==> src/rtl/uart_pkt_tx.sv <==
`timescale 1ns / 1ps
`default_nettype none
// ============================================================================
// Module   : uart_pkt_tx
// Purpose  : Packet-framing transmitter. Buffers one packet of bytes from a
//            producer, streams them in order to a uart_tx byte transmitter
//            over its tx_start/tx_busy handshake, then holds the line idle
//            for GAP_BITS bit-times so the far-end idle detector closes the
//            packet, and finally pulses pkt_done.
// Ports    : clk       - system clock (PLL domain)
//            rst_n     - synchronous active-low reset
//            wr_en     - producer write strobe
//            wr_data   - byte to buffer
//            wr_last   - marks the byte that ends the packet
//            wr_ready  - buffer accepts a write this cycle (combinational)
//            tx_start  - start request to uart_tx (registered)
//            tx_data   - byte to uart_tx (registered)
//            tx_busy   - uart_tx busy
//            pkt_done  - one-cycle pulse when packet and gap are complete
//            busy      - high whenever the block is not filling (combinational)
// Options  : UART_PKT_TX_CHKSUM_EN - append the XOR of all payload bytes as an
//            extra trailing byte; payload capacity becomes DEPTH-1.
// Revision : 1.0 - initial release
// ============================================================================
module uart_pkt_tx #(
  parameter int CLK_FREQ = 42_000_000,
  parameter int BAUD     = 115200,
  parameter int DEPTH    = 48,
  parameter int GAP_BITS = 20
) (
  input  logic       clk,
  input  logic       rst_n,
  input  logic       wr_en,
  input  logic [7:0] wr_data,
  input  logic       wr_last,
  output logic       wr_ready,
  output logic       tx_start,
  output logic [7:0] tx_data,
  input  logic       tx_busy,
  output logic       pkt_done,
  output logic       busy
);

  localparam int CLKS_PER_BIT = CLK_FREQ / BAUD;
  localparam int GAP_LOAD     = GAP_BITS * CLKS_PER_BIT - 1;
  localparam int GW           = (GAP_LOAD > 0) ? $clog2(GAP_LOAD + 1) : 1;
  localparam int CW           = $clog2(DEPTH + 1);
  localparam int AW           = $clog2(DEPTH);
`ifdef UART_PKT_TX_CHKSUM_EN
  localparam int LIMIT        = DEPTH - 1;
`else
  localparam int LIMIT        = DEPTH;
`endif

  localparam logic [2:0] S_FILL  = 3'd0;
  localparam logic [2:0] S_REQ   = 3'd1;
  localparam logic [2:0] S_ACK   = 3'd2;
  localparam logic [2:0] S_DRAIN = 3'd3;
  localparam logic [2:0] S_GAP   = 3'd4;

  logic [2:0]    r_state;
  logic [2:0]    w_state_nxt;
  logic [CW-1:0] r_count;
  logic [CW-1:0] r_rd_idx;
  logic [CW-1:0] w_last_idx;
  logic [GW-1:0] r_gap_cnt;
  logic [7:0]    r_buf [DEPTH];
  logic [AW-1:0] w_wr_addr;
  logic [AW-1:0] w_rd_addr;
  logic          w_accept;
  logic          w_commit;
  logic          w_last_byte;
  logic          w_gap_zero;
  logic [7:0]    w_cur_byte;
  logic          w_tx_start_nxt;
  logic [7:0]    w_tx_data_nxt;
  logic          w_pkt_done_nxt;

  // --------------------------------------------------------------------------
  // Combinational decodes
  // --------------------------------------------------------------------------
  assign wr_ready    = (r_state == S_FILL) && (r_count < CW'(LIMIT));
  assign busy        = (r_state != S_FILL);
  assign w_accept    = wr_en && wr_ready;
  // The write that fills the buffer commits even without wr_last.
  assign w_commit    = w_accept && (wr_last || (r_count == CW'(LIMIT - 1)));
  assign w_wr_addr   = r_count[AW-1:0];
  assign w_rd_addr   = r_rd_idx[AW-1:0];
  assign w_last_byte = (r_rd_idx == w_last_idx);
  assign w_gap_zero  = (r_gap_cnt == '0);

`ifdef UART_PKT_TX_CHKSUM_EN
  logic [7:0] r_chk;

  // The checksum occupies the slot just past the payload.
  assign w_last_idx = r_count;
  assign w_cur_byte = (r_rd_idx == r_count) ? r_chk : r_buf[w_rd_addr];

  always_ff @(posedge clk) begin
    if (!rst_n) begin
      r_chk <= 8'h00;
    end else if ((r_state == S_GAP) && w_gap_zero) begin
      r_chk <= 8'h00;
    end else if (w_accept) begin
      r_chk <= r_chk ^ wr_data;
    end
  end
`else
  assign w_last_idx = r_count - CW'(1);
  assign w_cur_byte = r_buf[w_rd_addr];
`endif

  // --------------------------------------------------------------------------
  // Packet buffer (no reset: contents are meaningless outside a packet)
  // --------------------------------------------------------------------------
  always_ff @(posedge clk) begin
    if (rst_n && w_accept) begin
      r_buf[w_wr_addr] <= wr_data;
    end
  end

  // --------------------------------------------------------------------------
  // State register, registered outputs and datapath counters
  // --------------------------------------------------------------------------
  always_ff @(posedge clk) begin
    if (!rst_n) begin
      r_state   <= S_FILL;
      r_count   <= '0;
      r_rd_idx  <= '0;
      r_gap_cnt <= '0;
      tx_start  <= 1'b0;
      tx_data   <= 8'h00;
      pkt_done  <= 1'b0;
    end else begin
      r_state  <= w_state_nxt;
      tx_start <= w_tx_start_nxt;
      tx_data  <= w_tx_data_nxt;
      pkt_done <= w_pkt_done_nxt;

      if (w_accept) begin
        r_count <= r_count + CW'(1);
      end

      case (r_state)
        S_FILL: begin
          if (w_commit) begin
            r_rd_idx <= '0;
          end
        end
        S_DRAIN: begin
          if (w_last_byte) begin
            r_gap_cnt <= GW'(GAP_LOAD);
          end else begin
            r_rd_idx <= r_rd_idx + CW'(1);
          end
        end
        S_GAP: begin
          if (w_gap_zero) begin
            r_count <= '0;
          end else begin
            r_gap_cnt <= r_gap_cnt - GW'(1);
          end
        end
        default: ;
      endcase
    end
  end

  // --------------------------------------------------------------------------
  // Next-state logic
  // --------------------------------------------------------------------------
  always_comb begin
    w_state_nxt = r_state;
    case (r_state)
      S_FILL:  if (w_commit)             w_state_nxt = S_REQ;
      // Handshake seen: our registered start is up and uart_tx went busy.
      S_REQ:   if (tx_start && tx_busy)  w_state_nxt = S_ACK;
      S_ACK:   if (!tx_busy)             w_state_nxt = S_DRAIN;
      S_DRAIN: w_state_nxt = w_last_byte ? S_GAP : S_REQ;
      S_GAP:   if (w_gap_zero)           w_state_nxt = S_FILL;
      default: w_state_nxt = S_FILL;
    endcase
  end

  // --------------------------------------------------------------------------
  // Output logic (next values of the registered outputs)
  // --------------------------------------------------------------------------
  always_comb begin
    w_tx_start_nxt = 1'b0;
    w_tx_data_nxt  = tx_data;
    w_pkt_done_nxt = 1'b0;
    case (r_state)
      S_REQ: begin
        // Request only while uart_tx is idle; this also drops start on the
        // edge after busy is first seen.
        w_tx_data_nxt  = w_cur_byte;
        w_tx_start_nxt = !tx_busy;
      end
      S_GAP: begin
        w_pkt_done_nxt = w_gap_zero;
      end
      default: ;
    endcase
  end

endmodule
`default_nettype wire

==> config.mk <==
export PLATFORM = sky130hd
export DESIGN_NAME = uart_pkt_tx
export DESIGN_NICKNAME = d
export VERILOG_FILES = /design/src/rtl/uart_pkt_tx.sv
export SDC_FILE = /design/constraint.sdc
export NUM_CORES = 1
export LEC_CHECK = 0
export ABC_AREA = 1
export BUFFER_PORTS_ARGS = -buffer_cell sky130_fd_sc_hd__buf_2
export CORE_MARGIN = 10
export CORE_UTILIZATION = 47
export CTS_BUF_LIST = sky130_fd_sc_hd__clkbuf_4 sky130_fd_sc_hd__clkbuf_8
export DETAILED_ROUTE_END_ITERATION = 8
export RECOVER_POWER = 50
export SKIP_CTS_REPAIR_TIMING = 1
export SYNTH_ARGS = -nofsm -noshare
export SYNTH_HDL_FRONTEND = slang
export SYNTH_SLANG_ARGS = --single-unit
==> constraint.sdc <==
create_clock -name clk -period 2.4 [get_ports clk]
set_clock_uncertainty 0.2 [all_clocks]
set_input_delay 0.36 -clock clk [delete_from_list [all_inputs] [get_ports clk]]
set_output_delay 0.36 -clock clk [all_outputs]
set_load 0.03 [all_outputs]
; Word-level counts from Yosys, hierarchy flattened
; Memories as Yosys holds them, arrays and structs flattened. A register that Yosys moved wholly into a read port is not among the register bits.
; Cells that the tools add are included.
[op_classes]
add_sub_neg = 4
magnitude_cmp = 1
n_eq_ne = 13
n_mux = 17
n_reduce_logical = 18
[ops]
columns = cell, n
row1 = $mux 6, 5
row2 = $mux 13, 2
row3 = $pmux 13 s2, 1
row4 = $mux 3, 5
row5 = $pmux 3 s5, 1
row6 = $ne 2x2->1 const B, 7
row7 = $logic_not 13->1, 1
row8 = $sub 13x1->13 const B, 1
row9 = $add 6x1->6 const B, 2
row10 = $pmux 6 s2, 1
row11 = $eq 3x2->1 const B, 2
row12 = $eq 6x6->1, 1
row13 = $eq 6x6->1 const B, 1
row14 = $lt 6x6->1 const B, 1
row15 = $reduce_and 3->1, 2
row16 = $sub 6x1->6 const B, 1
row17 = $logic_and 1x1->1, 5
row18 = $reduce_and 2->1, 2
row19 = $reduce_and 4->1, 1
row20 = $reduce_bool 2->1, 2
row21 = $eq 3x1->1 const B, 1
row22 = $eq 3x3->1 const B, 1
row23 = $logic_not 3->1, 1
row24 = $reduce_bool 3->1, 1
row25 = other kinds (3), 5
[word_totals]
ff_bits = 30
ramBits = 384
inputBits = 13
output_inout_bits = 12
elab_cells = 60
n_memories = 1
[mem_list]
columns = name, depth, width, read_ports, rd_ports_with_merged_regs, wr, line
row1 = r_buf, 48, 8, 1, 1, 1, 67  ; logic [7:0] r_buf [DEPTH];

; Depth between registers and ports, before layout
; Gate-level depths: netlist of the first run.
[logic_depth]
word_depth = 6
depth_mapped = 15
mapped_depth_nobuf = 14

; Least setup slack after synthesis of the first run
; Ideal clock, no wire load.
[synth_timing]
kind = reg2reg
start = reg r_state[1]
end = mem r_buf[28][0], enable pin
setup_time_ns = 0.395
arrival_ns = 2.265
required_ns = 1.805
slack_ns = -0.459
path_stages_with_launch = 8
n_path_buf = 0
period_less_slack_ns = 2.859
path_cell_list = dfxtp_1 inv_1 nand3_2 nor2_4 nand2_4 nor2_4 nand2_1 nor4_1
[synth_via]
elab_chain_len = 6
[synth_lines]
columns = element, line
row1 = from (decl), 61  ; logic [2:0] r_state;
row2 = from (signal assigned), 135  ; r_state <= w_state_nxt;
row3 = $logic_not 3->1, 82  ; assign wr_ready = (r_state == S_FILL) && (r_count < CW'(LIMIT));
row4 = $logic_and 1x1->1, 82
row5 = via wr_ready, 36  ; output logic wr_ready,
row6 = $logic_and 1x1->1, 84  ; assign w_accept = wr_en && wr_ready;
row7 = $logic_and 1x1->1, 117  ; if (rst_n && w_accept) begin
row8 = $mux 1, 117
row9 = $mux 1 (implied by the code), 118  ; r_buf[w_wr_addr] <= wr_data;
row10 = to (decl), 67
; The timed path passes the listed nets, and every way through them passes these cells.

; Worst setup path in the final report of the first run
[layout_timing]
start = reg r_state[2]
end = mem r_buf[10][4], enable pin
[layout_via]
elab_chain_len = 6
[layout_lines]
columns = element, line
row1 = $logic_not 3->1, 82
row2 = $logic_and 1x1->1, 82
row3 = $logic_and 1x1->1, 84
row4 = $logic_and 1x1->1, 117
row5 = $mux 1, 117
row6 = $mux 1 (implied by the code), 118
; Every way passes these cells.

==> impl_metrics.ini, run 1 <==
[clocking]
cts-htree-levels = 3
cts-root-buf = clkbuf_8
cts_tree = built
cts.sinks = 422
clkSlewWorstSetupHoldPaths_ns = 0.06
numCtsBuffers = 70
worstSkewPairLatency_ns = 0.61
cts_max_path_buffers = 3

[route]
viasPerCell = 5.37
vias = 12300
drc = 0
drtAntennaViolNets = 0
dr.pass1.iters = 5
wl_mm = 45.6
drtIter0Drc = 1149
post_drt_wl_per_cell_um = 20.0

[worst_setup_path]
end_kind = register
crit_fanout = 8
regToRegStartpoint = r_state[2]
path_delay_family = simple AND/OR/NAND/NOR gates
cp_cell_sequence = inv_2, nand3_4, nor2_4, nand2_4, nor2_4, nand4_1, buf_4, nor2_2, buf_4
crit_required_ns = 2.49
cpPeakStageDelay_ns = 0.36
slowest_stage = dfxtp_1
cp-startpoint = r_state[2]
worst-setup-path-type = reg -> reg
cp-start-kind = register
crit_arrival_ns = 2.37
timing.critical_path.buf_inv = 3

[yosys]
ys_seq_area_share_pct = 69.0
synth-seq-cells = 422
syn_area_um2 = 17800
synth.avg_cell_area_um2 = 11.0
synthCells = 1618
ys_types = 42
synth_flop_cell = edfxtp_1
ys_warn_count = 0
synth-edff-count = 384
async_flop_share_pct = 0
syn_nets = 1635

[pwr]
p_per_area_nw_per_um2 = 766
clockPowerShare_pct = 38.6
irDropWorstVdd_mv = 0.616
p_switching_mw = 3.87
swShare_pct = 24.8
power_mw = 15.6
internal-power_mw = 11.8
p_comb_share_pct = 9.0
pwr-share-seq_pct = 52.4
p_leak_nw = 7.19

[timing]
fin_ws_ns = 0.125
finalSetupViolCount = 0
hold_violations = 0
max_freq_mhz = 440
slew_headroom_pct = 6.53
max_slew.worst_pin.slew_ns = 1.40
timing.final.crit_share_pct = 94.8
period_needed_ns = 2.27
rsz0062_at_grt = yes
tns_ns = 0
drv_slew = 0

[layout]
num_antenna_cells = 0
syn_to_final_growth_pct = 14.6
postLayoutCellArea_um2 = 20400
fin_cells = 2283
nets = 1743
final_common_cell = edfxtp_1
final_cell_mix = 384 x edfxtp_1, 368 x nor2_1, 197 x o21ai_0
drive_gt1_share_pct = 14.1

[floorplan]
rows = 71
ioPinCount = 25
coreArea_um2 = 37500
die_area_um2 = 46100
fp.dieW_um = 215
initial_utilization_pct = 47.5
die_h_um = 215

[placement]
dpl-instance-area_um2 = 19200
dpl.hpwl_mm = 28.9
io_buffers = 24
pre_cts_ws_ns = -0.0666
place_congestion = 0.917
place_inst = 2162

[global_routing]
grt_pass1_vias = 12000
grt_usage_pct = 19.6
antenna_found_initial = 0
grt_max_degree = 79
overflow = 0
grt_pass1_wl_mm = 70.8

[min_path]
min_from = rst_n
hold_class = in -> reg

[flow_run]
drv_cap = 0

[outcome]
outcome = completed
[logic make-up (layout without fill, tap and decap cells)]
| kind of cell | after synthesis | in the layout | synth area share, % |
|---|---|---|---|
| AO/OA/AOI/OAI | 305 | 305 | 9.33 |
| AND/OR/NAND/NOR | 719 | 719 | 16.9 |
| flip-flops | 422 | 422 | 69.0 |
| buffers and inverters | 154 | 308 | 3.84 |
| XOR/XNOR | 14 | 14 | 0.688 |
| adder cells (fa/ha/maj) | 4 | 4 | 0.281 |
[sequential cells by signal, indices dropped and copies added, names as in the netlist]
| register | count |
|---|---|
| r_buf | 384 |
| r_gap_cnt | 13 |
| tx_data | 8 |
| r_count | 6 |
| r_rd_idx | 6 |
| r_state | 3 |
| pkt_done | 1 |
| tx_start | 1 |
[layout make-up]
class,count,area (um^2)
tap,511,639
clock inverter,30,204
inverter,65,253
multi-input combinational,1042,4930
fill,3327,17100
sequential,422,12300
clock buffer,88,1100
timing repair buffer,125,983
[stage by stage]
step	utilization [%]	hold slack (ns)
after floorplan	-	0.239
after global placement	51.1	0.276
after detailed placement	51.1	0.288
after CTS	54.6	-0.297
after global routing	54.4	0.0309
final	54.4	0.0110
[metal layers]
metal,vias up,routed length [um],track usage [%]
li1,5868,-,-
met2,399,20900,29.9
met1,5938,20800,27.7
met5,-,0,0
met3,64,3060,3.61
met4,0,869,6.48
[cells in the mapped netlist, types with 2 or more instances]
cell | n | area, um^2
a21oi_1 | 48 | 240
buf_1 | 4 | 15.0
buf_2 | 43 | 215
buf_4 | 7 | 52.6
buf_6 | 3 | 33.8
clkbuf_1 | 32 | 120
clkinv_1 | 2 | 7.51
dfxtp_1 | 38 | 761
edfxtp_1 | 384 | 11500
ha_1 | 4 | 50.1
inv_1 | 55 | 206
inv_2 | 6 | 22.5
nand2_1 | 196 | 736
nand2_2 | 4 | 25.0
nand2_4 | 2 | 22.5
nand3_1 | 97 | 485
nand3_2 | 2 | 20.0
nand4_1 | 8 | 50.1
nor2_1 | 376 | 1410
nor2_2 | 2 | 12.5
nor2_4 | 4 | 45.0
nor3_1 | 12 | 60.1
nor3_4 | 2 | 32.5
nor3b_1 | 2 | 15.0
o211ai_1 | 42 | 315
o21ai_0 | 197 | 986
o21ai_1 | 9 | 45.0
o22ai_1 | 4 | 25.0
or2_2 | 8 | 50.1
xnor2_1 | 2 | 17.5
xor2_1 | 12 | 105
[power groups by stage]
stage                     clock network [mW]  logic [mW]  registers [mW]
after floorplan                            0       0.779            8.43
after global placement                     0        1.41            8.33
after detailed placement                   0        1.42            8.34
after CTS                               6.15        1.43            8.19
after global routing                    6.53        1.55            8.20
final                                   6.03        1.41            8.19
[final timing paths]
path / end / slack [ns] / depth (start not counted)
worst max-delay path: r_buf[10][4] / 0.13 / 9
worst min-delay path: r_gap_cnt[1] / 0.01 / 4
worst max register to register: r_buf[10][4] / 0.13 / 9
worst min register to register: r_gap_cnt[12] / 0.30 / 2
[worst reg2reg max path: cells and delay by family, from the launching register on]
family	cells	cell delay [ns]
buf+inv	3	0.54
simple gates	6	0.85
flops	1	0.36
No activity file was read; power rests on OpenSTA's default activity.
==> inputs of run 2 (changes only) <==
GPL_TIMING_DRIVEN = 0   (was default)
==> run 2 against run 1 <==
  * The run now ends with negative hold slack, negative setup slack left
  * Sequential power about the same
  * Register-to-register slack got worse by 0.19 ns
  * Flip-flop and latch count unchanged
  * Clock-buffer cell count increased by 8
  * Die area unchanged
  * Critical path depth increased by 3
  * Largest cell class unchanged
  * Largest power group unchanged
==> impl_metrics.ini, run 2 (synthesized netlist as in run 1, its figures left out) <==
[outcome]
outcome = complete, but fails checks
violations = negative hold slack, negative setup slack

[global_routing]
grt_usage_pct = 23.4
overflow = 0
grt_pass1_wl_mm = 80.5
grt_max_degree = 49
antenna_found_initial = 0
grt_pass1_vias = 12200

[route]
dr.pass1.iters = 7
drc = 0
post_drt_wl_per_cell_um = 24.0
drtIter0Drc = 1256
vias = 13000
drtAntennaViolNets = 0
viasPerCell = 5.61
wl_mm = 55.7

[timing]
max_slew.worst_pin.slew_ns = 1.29
drv_slew = 0
hold_violations = 2
finalSetupViolCount = 24
worst_hold_slack_ns = -0.0198
period_needed_ns = 2.47
max_freq_mhz = 405
timing.final.crit_share_pct = 103
fin_ws_ns = -0.0666
rsz0062_at_grt = yes
slew_headroom_pct = 14.1

[worst_setup_path]
crit_required_ns = 2.52
r2r_end = r_buf[42][5]
rrSetupSlack_ns = -0.07
cp-start-kind = register
worst-setup-path-type = reg -> reg
crit_arrival_ns = 2.58
crit_fanout = 10
r2r_cells = 12
end_kind = register
regToRegStartpoint = r_count[5]

[clocking]
worstSkewPairLatency_ns = 0.62
cts.sinks = 422
numCtsBuffers = 72
cts_max_path_buffers = 3
cts-htree-levels = 3
clkSlewWorstSetupHoldPaths_ns = 0.06
cts-root-buf = clkbuf_8
cts_tree = built

[pwr]
swShare_pct = 25.4
pwr-share-seq_pct = 52.0
p_leak_nw = 7.34
p_per_area_nw_per_um2 = 753
irDropWorstVdd_mv = 0.613
clockPowerShare_pct = 38.0
p_comb_share_pct = 10.0
p_switching_mw = 4.02
power_mw = 15.8
internal-power_mw = 11.8

[layout]
n_fill_cell = 3235
post-route-util_pct = 56.0
final_common_cell = edfxtp_1
drive_gt1_share_pct = 19.1
multi_input_area_um2 = 5250
largest_reg_flops = 384
nets = 1777
syn_to_final_growth_pct = 17.8
num_antenna_cells = 0
seq_area_um2 = 12300
final_cell_mix = 384 x edfxtp_1, 332 x nor2_1, 194 x nand2_1
reg_top3 = r_buf: 384 flops, r_gap_cnt: 13 flops, tx_data: 8 flops
top_register = r_buf

[min_path]
holdPathEnd = r_count[1]
hold_class = in -> reg
holdPathStages = 4
min_from = wr_en

[placement]
pre_cts_ws_ns = -1.08
io_buffers = 23
dpl.hpwl_mm = 36.0
place_congestion = 0.933

[floorplan]
initial_utilization_pct = 47.5
fp.dieW_um = 215
ioPinCount = 25
coreArea_um2 = 37500
die_h_um = 215
rows = 71
die_area_um2 = 46100

[flow_run]
drv_cap = 0
==> run 2: power by group through the flow <==
stage / combinational, mW / sequential, mW / clock, mW
global placement: 1.36 / 8.36 / 0
detailed placement: 1.38 / 8.36 / 0
global route: 1.69 / 8.23 / 6.40
floorplan: 0.779 / 8.43 / 0
finish: 1.58 / 8.22 / 6.01
CTS: 1.39 / 8.21 / 6.08
==> run 2: how the worst max path moves through the flow <==
| stage | start | end | slack [ns] | cells after the start |
|---|---|---|---|---|
| after global routing | r_count[5] | r_buf[38][4] | -0.13 | 8 |
| after global placement | rst_n | r_buf[24][4] | -1.24 | 5 |
| after detailed placement | rst_n | r_buf[3][6] | -1.08 | 5 |
| after floorplan | r_state[1] | r_buf[34][0] | -0.22 | 7 |
| final | r_count[5] | r_buf[42][5] | -0.07 | 12 |
| after CTS | r_state[2] | r_buf[3][0] | -0.93 | 7 |
==> run 2: layout make-up <==
type                            instances  area share [%]
Timing Repair Buffer                   66            3.15
Sequential cell                       422            58.6
Clock inverter                         22           0.465
Clock buffer                           96            5.67
Multi-Input combinational cell       1044            25.0
Tap cell                              511            3.05
Inverter                               65            1.22
Buffer                                 89            2.83
==> run 2: layer usage <==
metal	up-vias	track usage, %	routed length [um]
li1	5952	-	-
met2	618	37.5	26100
met3	106	4.44	4510
met4	0	7.47	1870
met5	-	0	0
met1	6322	31.6	23200
==> run 2: per-stage QoR <==
stage / cell area [um^2] / hold slack [ns] / instances / TNS (ns)
after floorplan: 17900 / 0.239 / 1618 / -11.06
after global placement: 18600 / 0.288 / 2152 / -211.37
after detailed placement: 18700 / 0.299 / 2155 / -193.11
after CTS: 20000 / -0.287 / 2273 / -145.57
after global routing: 21000 / -0.000497 / 2315 / -3.07
final: 21000 / -0.0198 / 2315 / -0.872
==> run 2: critical path, cell delays in order, from the launching register on <==
cell and delay (ns):
dfxtp_1 0.30, buf_4 0.18, nand2_1 0.10, inv_1 0.07
nor2_4 0.11, nand2_4 0.10, nor2_4 0.23, buf_4 0.17
nand4_1 0.10, buf_4 0.19, buf_4 0.14, nor2_4 0.12
buf_12 0.14
